$ cat src/rtl/ram_bus_arbiter_if.sv
// Two-master request/response bundle plus the single-port RAM side.
// slave: arbiter view; master: requester/RAM-model view.
interface ram_bus_arbiter_if;
   logic        m0_req;
   logic        m0_we;
   logic [31:0] m0_addr;
   logic [2:0]  m0_rw_type;
   logic [31:0] m0_wdata;
   logic        m0_gnt;
   logic        m0_ack;
   logic        m1_req;
   logic        m1_we;
   logic [31:0] m1_addr;
   logic [2:0]  m1_rw_type;
   logic [31:0] m1_wdata;
   logic        m1_gnt;
   logic        m1_ack;
   logic [31:0] rdata;
   logic        err;
   logic        busy;
   logic        mem_wr_en;
   logic [31:0] mem_addr;
   logic [2:0]  mem_rw_type;
   logic [31:0] mem_dat_o;
   logic [31:0] mem_dat_i;

   modport slave (
      input  m0_req, m0_we, m0_addr, m0_rw_type, m0_wdata,
      input  m1_req, m1_we, m1_addr, m1_rw_type, m1_wdata,
      input  mem_dat_i,
      output m0_gnt, m0_ack, m1_gnt, m1_ack,
      output rdata, err, busy,
      output mem_wr_en, mem_addr, mem_rw_type, mem_dat_o
   );

   modport master (
      output m0_req, m0_we, m0_addr, m0_rw_type, m0_wdata,
      output m1_req, m1_we, m1_addr, m1_rw_type, m1_wdata,
      output mem_dat_i,
      input  m0_gnt, m0_ack, m1_gnt, m1_ack,
      input  rdata, err, busy,
      input  mem_wr_en, mem_addr, mem_rw_type, mem_dat_o
   );
endinterface

$ cat src/rtl/ram_bus_arbiter.sv
// Two-master arbiter/sequencer for the single-port data RAM.
// Fixed priority to m0 with a starvation guard for m1; range-checked.
module ram_bus_arbiter #(
   parameter int unsigned RD_LAT       = 1,
   parameter int unsigned STARVE_LIMIT = 4,
   parameter logic [31:0] ADDR_LIMIT   = 32'h4000
) (
   input logic             clk,
   input logic             rst_n,
   ram_bus_arbiter_if.slave bus
);

   typedef enum logic [1:0] {IDLE, ISSUE, WAIT, RESP} state_t;

   localparam logic [7:0] WAIT_INIT = 8'(RD_LAT - 1);
   localparam logic [7:0] STARVE_MAX = 8'(STARVE_LIMIT);

   state_t      state, state_n;
   logic [7:0]  wait_cnt, wait_cnt_n;
   logic [7:0]  starve_cnt, starve_cnt_n;
   logic        id, id_n;
   logic        we_l, we_l_n;
   logic        bad_l, bad_l_n;
   logic [31:0] addr_l, addr_l_n;
   logic [2:0]  rw_l, rw_l_n;
   logic [31:0] wdata_l, wdata_l_n;

   logic        gnt0, gnt0_n, gnt1, gnt1_n;
   logic        ack0, ack0_n, ack1, ack1_n;
   logic [31:0] rdata, rdata_n;
   logic        err, err_n;
   logic        wr_en, wr_en_n;
   logic [31:0] maddr, maddr_n;
   logic [2:0]  mrw, mrw_n;
   logic [31:0] mdat, mdat_n;

   logic        pick;
   logic        sel_we;
   logic [31:0] sel_addr;
   logic [2:0]  sel_rw;
   logic [31:0] sel_wdata;

   // Arbitration: m1 wins alone, or in a contest once starved out.
   always_comb begin
      pick = bus.m1_req &
             (~bus.m0_req | (starve_cnt == STARVE_MAX));
      sel_we    = pick ? bus.m1_we      : bus.m0_we;
      sel_addr  = pick ? bus.m1_addr    : bus.m0_addr;
      sel_rw    = pick ? bus.m1_rw_type : bus.m0_rw_type;
      sel_wdata = pick ? bus.m1_wdata   : bus.m0_wdata;
   end

   // Next state plus next value of every registered output.
   always_comb begin
      state_n      = state;
      wait_cnt_n   = wait_cnt;
      starve_cnt_n = starve_cnt;
      id_n         = id;
      we_l_n       = we_l;
      bad_l_n      = bad_l;
      addr_l_n     = addr_l;
      rw_l_n       = rw_l;
      wdata_l_n    = wdata_l;
      gnt0_n       = 1'b0;
      gnt1_n       = 1'b0;
      ack0_n       = 1'b0;
      ack1_n       = 1'b0;
      rdata_n      = 32'h0;
      err_n        = 1'b0;
      wr_en_n      = 1'b0;
      maddr_n      = 32'h0;
      mrw_n        = 3'b000;
      mdat_n       = 32'h0;
      unique case (state)
         IDLE: begin
            if (bus.m0_req | bus.m1_req) begin
               if (~bus.m1_req | pick)
                  starve_cnt_n = 8'h0;
               else if (starve_cnt != STARVE_MAX)
                  starve_cnt_n = starve_cnt + 8'h1;
               id_n      = pick;
               we_l_n    = sel_we;
               addr_l_n  = sel_addr;
               rw_l_n    = sel_rw;
               wdata_l_n = sel_wdata;
               bad_l_n   = (sel_addr >= ADDR_LIMIT);
               gnt0_n    = ~pick;
               gnt1_n    = pick;
               maddr_n   = sel_addr;
               mrw_n     = sel_rw;
               mdat_n    = sel_wdata;
               wr_en_n   = sel_we & (sel_addr < ADDR_LIMIT);
               state_n   = ISSUE;
            end
         end
         ISSUE: begin
            if (bad_l | we_l) begin
               ack0_n  = ~id;
               ack1_n  = id;
               err_n   = bad_l;
               state_n = RESP;
            end else begin
               wait_cnt_n = WAIT_INIT;
               maddr_n    = addr_l;
               mrw_n      = rw_l;
               state_n    = WAIT;
            end
         end
         WAIT: begin
            if (wait_cnt == 8'h0) begin
               rdata_n = bus.mem_dat_i;
               ack0_n  = ~id;
               ack1_n  = id;
               state_n = RESP;
            end else begin
               wait_cnt_n = wait_cnt - 8'h1;
               maddr_n    = addr_l;
               mrw_n      = rw_l;
            end
         end
         RESP: begin
            state_n = IDLE;
         end
         default: begin
            state_n = IDLE;
         end
      endcase
   end

   // State, latched request fields and registered outputs.
   always_ff @(posedge clk) begin
      if (!rst_n) begin
         state      <= IDLE;
         wait_cnt   <= 8'h0;
         starve_cnt <= 8'h0;
         id         <= 1'b0;
         we_l       <= 1'b0;
         bad_l      <= 1'b0;
         addr_l     <= 32'h0;
         rw_l       <= 3'b000;
         wdata_l    <= 32'h0;
         gnt0       <= 1'b0;
         gnt1       <= 1'b0;
         ack0       <= 1'b0;
         ack1       <= 1'b0;
         rdata      <= 32'h0;
         err        <= 1'b0;
         wr_en      <= 1'b0;
         maddr      <= 32'h0;
         mrw        <= 3'b000;
         mdat       <= 32'h0;
      end else begin
         state      <= state_n;
         wait_cnt   <= wait_cnt_n;
         starve_cnt <= starve_cnt_n;
         id         <= id_n;
         we_l       <= we_l_n;
         bad_l      <= bad_l_n;
         addr_l     <= addr_l_n;
         rw_l       <= rw_l_n;
         wdata_l    <= wdata_l_n;
         gnt0       <= gnt0_n;
         gnt1       <= gnt1_n;
         ack0       <= ack0_n;
         ack1       <= ack1_n;
         rdata      <= rdata_n;
         err        <= err_n;
         wr_en      <= wr_en_n;
         maddr      <= maddr_n;
         mrw        <= mrw_n;
         mdat       <= mdat_n;
      end
   end

   assign bus.m0_gnt      = gnt0;
   assign bus.m1_gnt      = gnt1;
   assign bus.m0_ack      = ack0;
   assign bus.m1_ack      = ack1;
   assign bus.rdata       = rdata;
   assign bus.err         = err;
   assign bus.busy        = (state != IDLE);
   assign bus.mem_wr_en   = wr_en;
   assign bus.mem_addr    = maddr;
   assign bus.mem_rw_type = mrw;
   assign bus.mem_dat_o   = mdat;

endmodule

$ cat src/flat_wrapper.sv
// flat-port wrapper written by rule: the top's interface ports become plain ports
module ram_bus_arbiter_flat 
#(
   parameter int unsigned RD_LAT       = 1,
   parameter int unsigned STARVE_LIMIT = 4,
   parameter logic [31:0] ADDR_LIMIT   = 32'h4000
)
  (clk, rst_n, bus_m0_req, bus_m0_we, bus_m0_addr, bus_m0_rw_type, bus_m0_wdata, bus_m1_req, bus_m1_we, bus_m1_addr, bus_m1_rw_type, bus_m1_wdata, bus_mem_dat_i, bus_m0_gnt, bus_m0_ack, bus_m1_gnt, bus_m1_ack, bus_rdata, bus_err, bus_busy, bus_mem_wr_en, bus_mem_addr, bus_mem_rw_type, bus_mem_dat_o);
  ram_bus_arbiter_if bus_i ();
  input logic clk;
  input logic rst_n;
  input wire logic [$bits(bus_i.m0_req)-1:0] bus_m0_req;
  input wire logic [$bits(bus_i.m0_we)-1:0] bus_m0_we;
  input wire logic [$bits(bus_i.m0_addr)-1:0] bus_m0_addr;
  input wire logic [$bits(bus_i.m0_rw_type)-1:0] bus_m0_rw_type;
  input wire logic [$bits(bus_i.m0_wdata)-1:0] bus_m0_wdata;
  input wire logic [$bits(bus_i.m1_req)-1:0] bus_m1_req;
  input wire logic [$bits(bus_i.m1_we)-1:0] bus_m1_we;
  input wire logic [$bits(bus_i.m1_addr)-1:0] bus_m1_addr;
  input wire logic [$bits(bus_i.m1_rw_type)-1:0] bus_m1_rw_type;
  input wire logic [$bits(bus_i.m1_wdata)-1:0] bus_m1_wdata;
  input wire logic [$bits(bus_i.mem_dat_i)-1:0] bus_mem_dat_i;
  output wire logic [$bits(bus_i.m0_gnt)-1:0] bus_m0_gnt;
  output wire logic [$bits(bus_i.m0_ack)-1:0] bus_m0_ack;
  output wire logic [$bits(bus_i.m1_gnt)-1:0] bus_m1_gnt;
  output wire logic [$bits(bus_i.m1_ack)-1:0] bus_m1_ack;
  output wire logic [$bits(bus_i.rdata)-1:0] bus_rdata;
  output wire logic [$bits(bus_i.err)-1:0] bus_err;
  output wire logic [$bits(bus_i.busy)-1:0] bus_busy;
  output wire logic [$bits(bus_i.mem_wr_en)-1:0] bus_mem_wr_en;
  output wire logic [$bits(bus_i.mem_addr)-1:0] bus_mem_addr;
  output wire logic [$bits(bus_i.mem_rw_type)-1:0] bus_mem_rw_type;
  output wire logic [$bits(bus_i.mem_dat_o)-1:0] bus_mem_dat_o;
  assign bus_i.m0_req = bus_m0_req;
  assign bus_i.m0_we = bus_m0_we;
  assign bus_i.m0_addr = bus_m0_addr;
  assign bus_i.m0_rw_type = bus_m0_rw_type;
  assign bus_i.m0_wdata = bus_m0_wdata;
  assign bus_i.m1_req = bus_m1_req;
  assign bus_i.m1_we = bus_m1_we;
  assign bus_i.m1_addr = bus_m1_addr;
  assign bus_i.m1_rw_type = bus_m1_rw_type;
  assign bus_i.m1_wdata = bus_m1_wdata;
  assign bus_i.mem_dat_i = bus_mem_dat_i;
  assign bus_m0_gnt = bus_i.m0_gnt;
  assign bus_m0_ack = bus_i.m0_ack;
  assign bus_m1_gnt = bus_i.m1_gnt;
  assign bus_m1_ack = bus_i.m1_ack;
  assign bus_rdata = bus_i.rdata;
  assign bus_err = bus_i.err;
  assign bus_busy = bus_i.busy;
  assign bus_mem_wr_en = bus_i.mem_wr_en;
  assign bus_mem_addr = bus_i.mem_addr;
  assign bus_mem_rw_type = bus_i.mem_rw_type;
  assign bus_mem_dat_o = bus_i.mem_dat_o;
  ram_bus_arbiter #(.RD_LAT(RD_LAT), .STARVE_LIMIT(STARVE_LIMIT), .ADDR_LIMIT(ADDR_LIMIT)) u_core (.clk(clk), .rst_n(rst_n), .bus(bus_i));
endmodule
$ cat config.mk
export PLATFORM = sky130hd
export DESIGN_NAME = ram_bus_arbiter_flat
export DESIGN_NICKNAME = d
export VERILOG_FILES = /design/src/rtl/ram_bus_arbiter_if.sv /design/src/rtl/ram_bus_arbiter.sv /design/src/flat_wrapper.sv
export SDC_FILE = /design/constraint.sdc
export NUM_CORES = 1
export LEC_CHECK = 0
export ABC_CLOCK_PERIOD_IN_PS = 2000
export CORE_UTILIZATION = 30
export CTS_CLUSTER_SIZE = 28
export DETAILED_ROUTE_END_ITERATION = 10
export HOLD_SLACK_MARGIN = 0.1
export PLACE_DENSITY = 0.69
export REMOVE_ABC_BUFFERS = 1
export SLEW_MARGIN = 10
export SYNTH_ARGS = -nofsm -noshare
export SYNTH_HDL_FRONTEND = slang
export SYNTH_SLANG_ARGS = --single-unit
$ cat constraint.sdc
create_clock -name clk -period 2 [get_ports clk]
set_input_delay 0.6 -clock clk [delete_from_list [all_inputs] [get_ports clk]]
set_output_delay 0.6 -clock clk [all_outputs]
set_load 0.01 [all_outputs]
==> results of run 1 <==
==> power by group <==
part | switching [mW] | total [mW] | leakage, nW | internal (mW)
Clock | 1.29 | 3.40 | 0.296 | 2.11
Combinational | 1.94 | 3.84 | 2.41 | 1.90
Sequential | 0.291 | 4.19 | 1.32 | 3.90
==> cells by family (layout without fill, tap and decap cells) <==
family | Yosys count | after routing | share of synthesized area (%)
adder cells (fa/ha/maj) | 7 | 7 | 1.492
AO/OA/AOI/OAI | 178 | 178 | 18.50
XOR/XNOR | 6 | 6 | 0.8953
multiplexers | 35 | 35 | 5.969
AND/OR/NAND/NOR | 170 | 170 | 14.30
flip-flops | 161 | 161 | 54.91
buffers and inverters | 55 | 372 | 3.922
==> cells in the mapped netlist, types with 2 or more instances <==
cell type / number / area [um^2]
a21oi_1: 80 / 400.4
or4_1: 7 / 52.55
ha_1: 7 / 87.58
buf_4: 2 / 15.01
o2bb2ai_1: 35 / 306.5
o211ai_1: 2 / 15.01
and3_1: 36 / 225.2
o21ai_1: 2 / 10.01
nor4_1: 7 / 43.79
xnor2_1: 4 / 35.03
nor3_1: 6 / 30.03
or3_1: 4 / 25.02
o21ai_0: 40 / 200.2
a31oi_1: 2 / 12.51
inv_1: 10 / 37.54
nand2_1: 80 / 300.3
nand4_1: 5 / 31.28
o21a_1: 3 / 22.52
dfxtp_1: 161 / 3223
buf_2: 13 / 65.06
mux2i_1: 35 / 350.3
nor2_1: 14 / 52.55
o31ai_1: 5 / 37.54
nand3_1: 3 / 15.01
clkbuf_1: 29 / 108.9
xor2_1: 2 / 17.52
==> metrics by stage <==
step                util (%)  hold slack, ns  power [mW]  worst slack [ns]  area, um^2
CTS                    52.18          0.4560       11.46           0.01646        9891
floorplan                  -          0.4134       5.962            -2.626        5680
global placement       48.94          0.4317       7.930           -0.4045        9278
global route           52.64          0.4709       12.09          0.001619        9978
detailed placement     48.94          0.4418       8.016           -0.4292        9278
finish                 52.64          0.4530       11.43           0.06952        9978
==> layout by cell type, fill, tap and decap left out, types with 18 or more instances in the layout <==
master | synthesis | layout
a21oi_1 | 80 | 79
o21ai_0 | 40 | 40
clkbuf_16 | 0 | 18
o2bb2ai_1 | 35 | 35
dfxtp_1 | 161 | 161
mux2i_1 | 35 | 31
and3_1 | 36 | 36
buf_4 | 2 | 44
clkdlybuf4s50_1 | 0 | 274
nand2_1 | 80 | 80
==> sequential cells by signal (all words and copies together), names as in the netlist, 2 cells and up <==
name and count:
u_core.wait_cnt 8, u_core.bus.rdata 32, u_core.state 2, u_core.rw_l 3, u_core.addr_l 32, u_core.starve_cnt 8
u_core.bus.mem_addr 32, u_core.bus.mem_rw_type 3, u_core.bus.mem_dat_o 32
==> per-layer routing <==
metal | wire length (um) | track usage [%]
met4 | 225 | 5.037
met5 | 0 | 0
met1 | 7969 | 21.57
met2 | 8930 | 30.96
met3 | 1663 | 7.526
==> worst max-delay path, stage by stage <==
cell	delay (ns)
clkdlybuf4s50_1	0.43
or4_1	0.56
nor3_1	0.22
nand2_1	0.09
a221o_1	0.32
==> layout make-up <==
type	count	area, um^2
flip-flops and latches	161	3223
clock buffers	20	446.7
repair buffers	331	3303
multi-input cells	396	2479
fillers	1726	8977
inverters	11	41.29
well taps	260	325.3
clock inverters	10	160.2
==> repair_timing <==
item / 4_1_cts / 5_1_grt
cloned: 0 / 1
hold endpoints to repair: 0 / 0
gates resized for setup: 6 / 8
hold buffers: 0 / 0
pin swaps: 0 / 2
endpoints found under the setup margin: 3 / 16
setup buffers: 0 / 2
==> path summary, 6_finish.rpt <==
kind                        startpoint                 endpoint  slack, ns  depth (start not counted)
hold / removal       u_core.addr_l[26]  u_core.bus.mem_addr[26]       0.45                          1
setup reg to reg  u_core.starve_cnt[0]         u_core.addr_l[1]       0.11                          9
hold reg to reg      u_core.addr_l[26]  u_core.bus.mem_addr[26]       0.45                          1
setup / recovery       bus_m1_addr[14]             u_core.bad_l       0.07                          5
==> flow_summary.ini, run 1 <==
[power_and_ir_drop]
powerDensity_nw_per_um2 = 1145
leakagePower_nw = 4.022
ir_worst_vdd_uv = 629.7

[synth]
synthCells = 612
yosys_warnings = 0
yosysSeqAreaShare_pct = 54.91
synth_area_um2 = 5869
yosys_register_bits = 161
yosys_most_used_dff = dfxtp_1
synth_cell_types = 44
synth_edf_count = 0
postSynthAreaPerCell_um2 = 9.590
async_reset_ff_share_pct = 0

[drt]
dr.pass1.iters = 4
dr_total_vias = 5607
vias_per_cell = 4.716
drt_iter0_drc = 253
totalWireLength_um = 18790
final_antenna_net_count = 0
drc = 0
wl_per_cell_um = 15.80

[grt]
antenna_found_initial = 0
grt_usage_pct = 18.42
first_global_vias = 5377
grt_start_max_net_pins = 76
grt.overflow.total = 0
grt_pass1_wl_um = 28600

[place]
gp_congestion = 0.7974
placed_cells = 1156
io_buffers = 277
dp_hpwl_um = 13450

[sta]
period_share_pct = 96.52
finalClockSkew_ns = 0.01117
min_period_ns = 1.930
worst_slew_pin_slew_ns = 0.5349
rsz0062_at_grt = no
hold_viol_final = 0
tns_ns = 0
finalMaxSlewViolations = 0
relSlewSlack_pct = 64.01
final-setup-viol-count = 0
clock.fmax_ghz = 0.5180

[critical_path]
critPathKind = primary input to flop
arrival_ns = 2.23
crit_required_ns = 2.30
cp-start-kind = primary input
cp_max_fo = 2
cp-end-kind = flop

[final_layout]
diodes = 0
layout.cells.non_filler = 1189
layout-drive-gt1-share_pct = 10.76
layout.nets = 1097
area_delta_synth_final_pct = 70.01

[clock_network]
path_clk_slew_ns = 0.06
htreeDepth = 4
cts-root-buf = clkbuf_16
cts_tree = yes
clock_path_buffers = 2
clk_latency_ns = 0.42
cts_inserted_buffers = 17
clock-sinks = 161

[die]
row_count = 50
initial_core_util_pct = 30.96
io_pins = 278
die_h_um = 141.9
die-area_um2 = 20130
fp.dieW_um = 141.9
core_um2 = 18960

[hold_path]
min_path_type = flop to flop

[run_status]
outcome = completed

[run]
maxCapViolCount = 0
(Power assumes the default switching activity.)
==> run 2: changes to the inputs <==
--- a/config.mk
+++ b/config.mk
@@ -10,6 +10,7 @@
 export CTS_CLUSTER_SIZE = 28
 export DETAILED_ROUTE_END_ITERATION = 10
 export HOLD_SLACK_MARGIN = 0.1
+export MAX_ROUTING_LAYER = met4
 export PLACE_DENSITY = 0.69
 export REMOVE_ABC_BUFFERS = 1
 export SLEW_MARGIN = 10
==> flow_summary.ini, run 2 (synthesis gave the netlist of run 1 again) <==
[run_status]
outcome = completed

[clock_network]
cts_hold_buf = 0
clk_latency_ns = 0.42
clock-sinks = 161
htreeDepth = 4
cts_inserted_buffers = 17
cts-root-buf = clkbuf_16
clock_path_buffers = 2
path_clk_slew_ns = 0.06
cts_tree = yes

[final_layout]
final_cell_mix = clkdlybuf4s50_1 (274), dfxtp_1 (161), nand2_1 (80), a21oi_1 (79), buf_4 (44)
diodes = 0
fill_cells = 1726
final_core_util_pct = 52.66
layout.cells.non_filler = 1189
layout.nets = 1097
layout_commonest_cell = clkdlybuf4s50_1
fin_area_um2 = 9982
layout-drive-gt1-share_pct = 10.87
area_delta_synth_final_pct = 70.07

[critical_path]
arrival_ns = 1.35
cp_cell_sequence = clkdlybuf4s50_1
cp-end-kind = primary output
critPathKind = flop to primary output
max_stage_delay_ns = 0.59
crit_slowest_cell = clkdlybuf4s50_1
cp_max_fo = 1
crit_required_ns = 1.40
critPathBufInv = 1
reg2reg_depth = 9
cp-start-kind = flop
path_delay_family = buffers and inverters
cp_num_cells = 1

[sta]
fin_ws_ns = 0.05340
worst_slew_pin_slew_ns = 0.5331
finalMaxSlewViolations = 0
finalClockSkew_ns = 0.02059
clock.fmax_ghz = 0.5137
hold_viol_final = 0
min_period_ns = 1.947
final-setup-viol-count = 0
rsz0062_at_grt = no
relSlewSlack_pct = 64.13
period_share_pct = 97.33

[drt]
wl_per_cell_um = 15.84
drt_iter0_drc = 255
vias_per_cell = 4.685
final_antenna_net_count = 0
dr_total_vias = 5571
drc = 0
totalWireLength_um = 18830
dr.pass1.iters = 4

[die]
core_um2 = 18960
die_h_um = 141.9
io_pins = 278
fp.dieW_um = 141.9
die-area_um2 = 20130
initial_core_util_pct = 30.96
row_count = 50

[power_and_ir_drop]
leakagePower_nw = 4.018
powerDensity_nw_per_um2 = 1145
ir_worst_vdd_uv = 626.6
power_mw = 11.43

[place]
post_dp_cell_area_um2 = 9278
gp_congestion = 0.8088
io_buffers = 277
dp_hpwl_um = 13450
placed_cells = 1156
pre_cts_slack_ns = -0.4292

[grt]
grt_start_max_net_pins = 76
antenna_found_initial = 0
grt.overflow.total = 0
grt_usage_pct = 18.97
first_global_vias = 5374
grt_pass1_wl_um = 28560

[run]
maxCapViolCount = 0

[hold_path]
min_path_type = flop to flop
hold_depth = 1
-- run 2: metal layers --
| metal | track usage, % | wire length [um] |
|---|---|---|
| met1 | 22.09 | 8175 |
| met2 | 30.98 | 8950 |
| met3 | 6.547 | 1480 |
| met4 | 5.150 | 223 |
| met5 | - | 0 |
-- run 2: what timing repair did --
item                       in CTS  in global routing
cloned                          0                  1
hold endpoints to repair        0                  0
setup endpoints to repair       3                 18
pin swaps                       0                  2
gates resized for setup         6                  9
buffers inserted                0                  2
-- run 2: power breakdown --
part	internal, mW	switching (mW)	total [mW]
Combinational	1.90	1.93	3.84
Clock	2.11	1.29	3.40
Sequential	3.90	0.292	4.19
Total	7.91	3.52	11.4
-- run 2: final timing paths --
path                        startpoint                      end  slack (ns)
setup / recovery  u_core.bus.mem_wr_en            bus_mem_wr_en        0.05
hold / removal       u_core.addr_l[29]  u_core.bus.mem_addr[29]        0.45
setup reg to reg  u_core.starve_cnt[0]         u_core.addr_l[1]        0.12
hold reg to reg      u_core.addr_l[29]  u_core.bus.mem_addr[29]        0.45
-- run 2: cell type report --
class	count	area, um^2	share of cell area [%]
tap	260	325.3	3.259
timing repair buffer	331	3303	33.09
multi-input combinational	396	2482	24.87
sequential	161	3223	32.29
clock buffer	20	446.7	4.475
inverter	11	41.29	0.4136
clock inverter	10	160.2	1.604
-- run 2: through the flow --
stage | TNS [ns] | hold slack, ns
2_1_floorplan | -238.35 | 0.4134
3_3_place_gp | -26.30 | 0.4317
3_5_place_dp | -31.33 | 0.4418
4_1_cts | 0 | 0.4560
5_1_grt | 0 | 0.4709
6_report | 0 | 0.4521
